--- src/rtl/mult_sequencer.sv ---
// mult_sequencer: collects two signed decimal operands from keys, launches one multiply and selects the display value
module mult_sequencer #(
    parameter int N       = 8,
    parameter int DIGITS  = 3,
    parameter int TIMEOUT = 64
) (
    input  logic           clk,
    input  logic           reset,
    input  logic           key_valid,
    input  logic [3:0]     key_code,
    input  logic           mult_ready,
    input  logic [2*N-1:0] mult_result,
    output logic [N-1:0]   num_1,
    output logic [N-1:0]   num_2,
    output logic           mult_valid,
    output logic [2*N-1:0] disp_value,
    output logic [1:0]     disp_sel,
    output logic           busy,
    output logic           entry_err
);
    localparam int DW = $clog2(DIGITS + 1);
    localparam int TW = $clog2(TIMEOUT);
    localparam logic [N+3:0] MAX_POS = (N+4)'(2**(N-1) - 1);
    localparam logic [N-1:0] MAG_MIN_NEG = {1'b1, {(N-1){1'b0}}};

    typedef enum logic [2:0] {ENTER_A, ENTER_B, START, WAIT_MULT, SHOW} state_t;

    state_t         state_q, state_d;
    logic [N-1:0]   mag_q, mag_d;
    logic           neg_q, neg_d;
    logic [DW-1:0]  cnt_q, cnt_d;
    logic [TW-1:0]  tmo_q, tmo_d;
    logic [N-1:0]   num_1_q, num_1_d, num_2_q, num_2_d;
    logic [2*N-1:0] result_q, result_d;
    logic           mult_valid_q, mult_valid_d, busy_q, busy_d, entry_err_q, entry_err_d;
    logic [2*N-1:0] disp_value_q, disp_value_d;
    logic [1:0]     disp_sel_q, disp_sel_d;
    logic [N+3:0]   new_mag, limit;
    logic [N-1:0]   entry_val;
    logic [2*N-1:0] live_ext;
    logic           is_digit, is_sign, is_enter, is_clear;

    assign is_digit = key_valid && key_code <= 4'd9;
    assign is_sign  = key_valid && key_code == 4'hA;
    assign is_enter = key_valid && key_code == 4'hB;
    assign is_clear = key_valid && key_code == 4'hC;

    // Key handling, multiplier handshake and timeout sequencing
    always_comb begin
        state_d     = state_q;
        mag_d       = mag_q;
        neg_d       = neg_q;
        cnt_d       = cnt_q;
        tmo_d       = '0;
        num_1_d     = num_1_q;
        num_2_d     = num_2_q;
        result_d    = result_q;
        entry_err_d = 1'b0;
        new_mag     = (N+4)'(mag_q) * (N+4)'(10) + (N+4)'(key_code);
        limit       = MAX_POS + (N+4)'(neg_q);
        entry_val   = neg_q ? -mag_q : mag_q;
        case (state_q)
            ENTER_A, ENTER_B: begin
                if (is_digit) begin
                    if (cnt_q < DW'(DIGITS) && new_mag <= limit) begin
                        mag_d = new_mag[N-1:0];
                        cnt_d = cnt_q + 1'b1;
                    end else begin
                        entry_err_d = 1'b1;
                    end
                end else if (is_sign) begin
                    if (!(neg_q && mag_q == MAG_MIN_NEG)) neg_d = !neg_q;
                end else if (is_enter) begin
                    if (state_q == ENTER_A) num_1_d = entry_val;
                    else num_2_d = entry_val;
                    mag_d   = '0;
                    neg_d   = 1'b0;
                    cnt_d   = '0;
                    state_d = state_q == ENTER_A ? ENTER_B : START;
                end else if (is_clear) begin
                    mag_d   = '0;
                    neg_d   = 1'b0;
                    cnt_d   = '0;
                    num_1_d = '0;
                    state_d = ENTER_A;
                end
            end
            START: state_d = WAIT_MULT;
            WAIT_MULT: begin
                if (mult_ready) begin
                    result_d = mult_result;
                    state_d  = SHOW;
                end else if (tmo_q == TW'(TIMEOUT - 1)) begin
                    entry_err_d = 1'b1;
                    state_d     = ENTER_A;
                end else begin
                    tmo_d = tmo_q + 1'b1;
                end
            end
            SHOW: begin
                if (is_digit) begin
                    mag_d   = N'(key_code);
                    neg_d   = 1'b0;
                    cnt_d   = DW'(1);
                    state_d = ENTER_A;
                end else if (is_clear) begin
                    state_d = ENTER_A;
                end
            end
            default: state_d = ENTER_A;
        endcase
    end

    // Registered outputs derived from the next state so a key shows up one cycle later
    always_comb begin
        live_ext     = {{N{1'b0}}, mag_d};
        mult_valid_d = state_d == START;
        busy_d       = state_d == START || state_d == WAIT_MULT;
        disp_sel_d   = state_d == ENTER_A ? 2'd0 : state_d == SHOW ? 2'd2 : 2'd1;
        disp_value_d = (state_d == ENTER_A || state_d == ENTER_B) ? (neg_d ? -live_ext : live_ext) :
                       state_d == SHOW ? result_d : {{N{num_2_d[N-1]}}, num_2_d};
    end

    // State and output registers with synchronous reset
    always_ff @(posedge clk) begin
        if (reset) begin
            state_q      <= ENTER_A;
            mag_q        <= '0;
            neg_q        <= 1'b0;
            cnt_q        <= '0;
            tmo_q        <= '0;
            num_1_q      <= '0;
            num_2_q      <= '0;
            result_q     <= '0;
            mult_valid_q <= 1'b0;
            busy_q       <= 1'b0;
            entry_err_q  <= 1'b0;
            disp_value_q <= '0;
            disp_sel_q   <= 2'd0;
        end else begin
            state_q      <= state_d;
            mag_q        <= mag_d;
            neg_q        <= neg_d;
            cnt_q        <= cnt_d;
            tmo_q        <= tmo_d;
            num_1_q      <= num_1_d;
            num_2_q      <= num_2_d;
            result_q     <= result_d;
            mult_valid_q <= mult_valid_d;
            busy_q       <= busy_d;
            entry_err_q  <= entry_err_d;
            disp_value_q <= disp_value_d;
            disp_sel_q   <= disp_sel_d;
        end
    end

    assign num_1      = num_1_q;
    assign num_2      = num_2_q;
    assign mult_valid = mult_valid_q;
    assign busy       = busy_q;
    assign entry_err  = entry_err_q;
    assign disp_value = disp_value_q;
    assign disp_sel   = disp_sel_q;
endmodule

--- config.mk ---
export PLATFORM = sky130hd
export DESIGN_NAME = mult_sequencer
export DESIGN_NICKNAME = d
export VERILOG_FILES = /design/src/rtl/mult_sequencer.sv
export SDC_FILE = /design/constraint.sdc
export NUM_CORES = 1
export LEC_CHECK = 0
export CORE_MARGIN = 1.5
export CORE_UTILIZATION = 59
export CTS_CLUSTER_SIZE = 40
export DETAILED_ROUTE_END_ITERATION = 10
export GPL_TIMING_DRIVEN = 0
export PLACE_DENSITY_LB_ADDON = 0.12
export SYNTH_ARGS = -nofsm -noshare
export SYNTH_HDL_FRONTEND = slang
export SYNTH_SLANG_ARGS = --single-unit
--- constraint.sdc ---
create_clock -name clk -period 12.2 [get_ports clk]
set_input_delay 2.44 -clock clk [delete_from_list [all_inputs] [get_ports clk]]
set_output_delay 2.44 -clock clk [all_outputs]
set_load 0.01 [all_outputs]
---- After elaboration in Yosys (flattened, before gate mapping) ----
Index checks and enable logic that the tools add are counted.
cells by class
  $add $sub $neg .......................... 6
  $mul .................................... 1
  div/mod/pow operators ................... 0
  magnitude comparators ................... 3
  equal/unequal tests ..................... 18
  shifts and indexed selects .............. 0
  mux-type cells .......................... 50
  bitwise operators ....................... 3
  reductions and logical operators ........ 18
operators by type and width
  kind                  number
  $mux 8                15
  $mux 16               5
  $mux 3                7
  $mux 2                8
  $neg 8->16            1
  $pmux 8 s2            1
  $add 12x4->12         1
  $eq 3x2->1 const B    4
  $eq 4x4->1 const B    3
  $le 12x8->1           1
  $pmux 3 s4            1
  $mul 8x3->11 const B  1
  $mux 1                10
  $reduce_and 5->1      2
  $add 7x1->8 const A   1
  $eq 8x8->1 const B    1
  $neg 8->8             1
  $add 6x1->6 const B   1
  $eq 3x1->1 const B    2
  $eq 3x3->1 const B    2
  $eq 6x6->1 const B    1
  $logic_and 1x1->1     6
  $logic_not 3->1       2
  $ne 3x3->1 const B    2
  14 further kinds      20
storage, ports and cells
  flip-flop bits (word level) ............. 73
  bits in latches ......................... 0
  RAM bits ................................ 0
  memory bits (read-only) ................. 0
  bits of input ports ..................... 24
  output and inout bits ................... 37
  logic and storage cells ................. 112
  memories kept ........................... 0

---- Longest topological paths before layout ----
  depth after elaboration ................. 10
  depth in mapped cells ................... 19

---- Least setup slack after synthesis ----
No wires, ideal clock.
  kind .................................... input to register
  from .................................... in key_code[1]
  to ...................................... reg disp_value_q[7] (netlist: disp_value[7])
  setup time .............................. 131 ps
  arrival time ............................ 6077 ps
  slack ................................... 5991 ps
  stages on the path ...................... 17
  buffers on the path ..................... 1
  path through ............................ ha_1 > fa_1 > a21oi_1 > nor2_1 > xnor2_1 > ha_1 > nand4_1 > or3_1 > a2111oi_4 > a21oi_1 > or2_0 > clkbuf_1 > a21o_1 > nor3_1 > ha_1 > a21oi_1 > o22ai_1
between the ends
  longest elaborated chain between the ends .. 10
  elaborated cells between the ends (all ways) .. 42
ends and longest elaborated chain
  item                                                                line  RTL
  start, declared                                                     10    input logic [3:0] key_code,
  parallel branches: the longest is 9 deep, another holds $neg 8->16  -
  $mux 16 (*)                                                         120   disp_value_d = (state_d == ENTER_A || state_d == ENTER_B) ? (neg_d ? -live_ext : live_ext) :
  end signal, assigned                                                152   disp_value_q <= disp_value_d;
  end, declared                                                       36    logic [2*N-1:0] disp_value_q, disp_value_d;
Every way passes the cells marked *.
A chain may end at the register's enable or synchronous reset.

---- Final worst setup path ----
  from .................................... in key_code[1]
  to ...................................... reg disp_value_q[12] (netlist: disp_value[12])
Same word-level chain as after synthesis.

==> results.txt <==
- Status: finished clean
* Number of enable flip-flop cells after synthesis: 0
* Count of nets after finishing: between 600 and 700
- Area share of xor/xnor cells in the synthesized design: under 10%
* Clk Latency, worst-skew pair: roughly 360 ps
* Total track usage: a little under a third
* Final weighted congestion in routability-driven placement: between 0.9 and 1
- STA puts the critical path data arrival time at 7500 ps.
* # fillers: 560
- During I/O placement, the number of pins put on the boundary was between 60 and 70.
* Detailed placement HPWL: ~8500 µm
- Setup violations remaining at the end of the flow were counted as 0.
- Synthesis instantiated 70 different standard cells from the library.
- Post-synthesis share of cell area spent on full adders, half adders and majority gates: under 10%
* Die outline area: 0.00760 mm²
- During synthesis, Yosys emitted a total of 0 warnings.
- Tightest slew margin relative to the limit: between 40 and 50%
- Summed over all failing endpoints, the final setup total negative slack is 0 ps.
- Power spread over the standard cell area amounts to ~120 mW/mm².
- Core Area: a little under 0.007 mm²
- Synthesis produced just over 500 cells.
- Per-cell via count in the routed design: slightly above 6
- For this run the aggregate overflow at the end of global routing stands at 0.
* Detailed Routing Iterations Pass 1: 4
- Synthesis-stage register bit count: between 70 and 80
* Proportion of synthesized area in mux cells: 0.958%
* Dominant combinational cell family by area after synthesis: simple AND/OR/NAND/NOR gates
- Post-Synth Simple-Gate Area: around a quarter
- P&R area growth vs syn: 21.2%
* Average instance area after synthesis: 8.08 µm²
- After clock tree synthesis, the clock-pin slew on the worst setup and hold paths is 90 ps.
* Buffer count from post-CTS setup fixing: 0
* Number of nets in the synthesized netlist: approximately 570
- Timing would allow up to 137 MHz.
* Largest clock skew in the final design: around 10 ps
- Min-Delay Path Depth: 1
- Ratio of cells with drive above 1 in the final layout: under 10%
- Number of placed instances with taps included: ~670
- Kind of critical path: in2reg
- Setup repair after global routing left no endpoint under its margin.
* Register-to-Register Path Depth: 17
- The number of global-route vias before repair came to 3853.
* Total DRC errors in the routed layout: 0
* Number of antenna violations at the first check in global routing: 0
- Summing the areas of all compound-gate instances in the mapped netlist gives a little under a quarter of the synthesized area.
- Starting Density: about three fifths
- Number of H-tree branching levels: 3
* Minimum hold slack: 447 ps
* Register area share after synthesis: 35.0%
- Summed over all layers, the routed wires come to 11000 µm.
- The worst setup path is captured at a flip-flop.
- Worst IR Drop VDD: 0.0000885 V
- After the first detailed-routing iteration, the DRC count stood at approximately 400.
- For this run, the leading register cell type out of synthesis is sky130_fd_sc_hd__dfxtp_1.
- In the final routed layout, each cell accounts on average for between 15 and 20 µm.
- Entering global routing, the biggest net connects 16 pins.
- Hold Fails Final Rpt: 0
- Antenna diodes: 0
- The floorplan has 30 rows.
* Time the worst path needs with I/O delays and setup: between 7000 and 8000 ps
* Power consumption: just over 600 µW
- Total clock sinks: between 70 and 80
- Once detail routing completed, the nets flagged for antenna violations numbered 0.
- DR vias: about 4100
- The longest clock path from root to sink contains 2 buffers.
- The first global-routing pass estimated about 18000 µm of wire.
* Largest fanout of any net on the critical path: 9
- The tightest min-delay check is of the reg2reg type.
* Number of max-slew violations in the final report: 0
- Cell at the root of the clock tree: sky130_fd_sc_hd__clkbuf_8
- The count of cells in the finished layout, fillers not included, comes to between 600 and 700.
- Number of maximum-capacitance constraint violations: 0
* Ys async rst share: 0%
- Chip width: a little under 90 µm
- For the worst setup path, the data required time is 12420 ps.
- TritonCTS built the clock tree.
- Post-CTS Hold Buffers: 0
- Transition time of the tightest slew-check pin: between 800 and 900 ps
- The analysis attributes to cell leakage a power of a little under 2 nW.
- Number of CTS-inserted buffers: 9
- Of the available clock period, the critical path in the final layout requires around three fifths.
* Count of buffers from port buffering: between 50 and 60
- Die height: 87.2 µm
- Startpoint kind of the worst setup timing path: primary input
* Synthesized cell area: between 0.004 and 0.005 mm²
- Gates resized during post-CTS repair numbered 0.
==> metrics by stage <==
stage / worst slack, ps / area (µm²) / util (%)
after floorplan: 5990 / 4180 / -
after global placement: 4790 / 4880 / 71.4
after detailed placement: 4640 / 4880 / 71.4
after CTS: 5010 / 5060 / 74.1
after global routing: 4550 / 5060 / 74.1
final: 4920 / 5060 / 74.1
==> critical path, cell delays in order <==
cell	delay [ps]
sky130_fd_sc_hd__clkdlybuf4s50_1	560
sky130_fd_sc_hd__ha_1	310
sky130_fd_sc_hd__fa_1	400
sky130_fd_sc_hd__a21oi_1	280
sky130_fd_sc_hd__nor2_1	90
sky130_fd_sc_hd__xnor2_1	180
sky130_fd_sc_hd__ha_1	330
sky130_fd_sc_hd__nand4_1	110
sky130_fd_sc_hd__or3_1	450
sky130_fd_sc_hd__a2111oi_4	560
sky130_fd_sc_hd__a21oi_1	270
sky130_fd_sc_hd__a221oi_4	440
sky130_fd_sc_hd__ha_1	300
sky130_fd_sc_hd__nand2_1	70
sky130_fd_sc_hd__o31ai_1	530
sky130_fd_sc_hd__o21ai_1	150
==> flip-flops by register name, summed over array words and instances, names as in the netlist <==
register	count
result_q	16
num_1	8
entry_err	1
cnt_q	2
num_2	8
neg_q	1
mult_valid	1
disp_value	16
disp_sel	2
state_q	3
busy	1
mag_q	8
tmo_q	6
==> worst paths after layout <==
check | startpoint | end | slack (ps)
setup / recovery | key_code[1] | disp_value[12] | 4920
hold / removal | tmo_q[0] | tmo_q[0] | 450
setup reg to reg | mag_q[1] | disp_value[12] | 6510
hold reg to reg | tmo_q[0] | tmo_q[0] | 450
==> synth_stat cells, types with 5 or more instances <==
library cell               instances  share of area (%)
sky130_fd_sc_hd__a21oi_1          49                5.9
sky130_fd_sc_hd__a21o_1            6                1.1
sky130_fd_sc_hd__nand2_1          67                6.0
sky130_fd_sc_hd__clkbuf_1         23                2.1
sky130_fd_sc_hd__o21ai_1           9                1.1
sky130_fd_sc_hd__ha_1             28                8.4
sky130_fd_sc_hd__and2_1            6               0.90
sky130_fd_sc_hd__nand2b_1          5               0.75
sky130_fd_sc_hd__a31oi_1           5               0.75
sky130_fd_sc_hd__xor2_1           10                2.1
sky130_fd_sc_hd__inv_1            12                1.1
sky130_fd_sc_hd__nor2_1           70                6.3
sky130_fd_sc_hd__or2_2             5               0.75
sky130_fd_sc_hd__o21ai_0          11                1.3
sky130_fd_sc_hd__or3_1             6               0.90
sky130_fd_sc_hd__o22ai_1          11                1.6
sky130_fd_sc_hd__xnor2_1           8                1.7
sky130_fd_sc_hd__o211ai_1          5               0.90
sky130_fd_sc_hd__nor3_1           14                1.7
sky130_fd_sc_hd__dfxtp_1          73                 35
sky130_fd_sc_hd__nand3_1          14                1.7
==> metal layers <==
metal,track usage [%],vias to the layer above,routed length [µm]
li1,-,2007,-
met1,42.5,1953,5000
met2,50.0,166,5030
met3,4.74,20,765
met4,9.24,0,179
met5,0,-,0
==> cell usage in the layout, fill, tap and decap left out, types with 9 or more instances in the layout <==
master and n:
sky130_fd_sc_hd__nand2_1 67, sky130_fd_sc_hd__o22ai_1 11, sky130_fd_sc_hd__clkbuf_8 9, sky130_fd_sc_hd__ha_1 28, sky130_fd_sc_hd__o21ai_1 9, sky130_fd_sc_hd__inv_1 12, sky130_fd_sc_hd__nor2_1 70, sky130_fd_sc_hd__dfxtp_1 73
sky130_fd_sc_hd__nor3_1 14, sky130_fd_sc_hd__nand3_1 14, sky130_fd_sc_hd__clkbuf_1 23, sky130_fd_sc_hd__xor2_1 10, sky130_fd_sc_hd__o21ai_0 11, sky130_fd_sc_hd__a21oi_1 49, sky130_fd_sc_hd__clkdlybuf4s50_1 58
==> cell families after synthesis <==
family                     after synthesis
and+or+nand+nor                        215
AOI/OAI and AO/OA                      138
DFF                                     73
buffers and inverters                   39
adders and majority gates               30
xor gates and xnor gates                18
muxes                                    4
==> power by group <==
group          leakage [nW]  total (mW)  switching [mW]  internal, mW
Clock                0.0884       0.178           0.101        0.0772
Combinational          1.30       0.179           0.103        0.0757
Sequential            0.590       0.258         0.00976         0.248
==> area by class of cell <==
| cell class | instances | area [µm²] | share of cell area, % |
|---|---|---|---|
| Tap cell | 96 | 120 | 2.37 |
| Clock inverter | 7 | 61.3 | 1.21 |
| Buffer | 27 | 101 | 2.00 |
| Multi-Input combinational cell | 405 | 2570 | 50.8 |
| Sequential cell | 73 | 1460 | 28.9 |
| Timing Repair Buffer | 58 | 581 | 11.5 |
| Inverter | 12 | 45.0 | 0.889 |
| Clock buffer | 9 | 124 | 2.45 |
No activity file was read; power rests on OpenSTA's default activity.
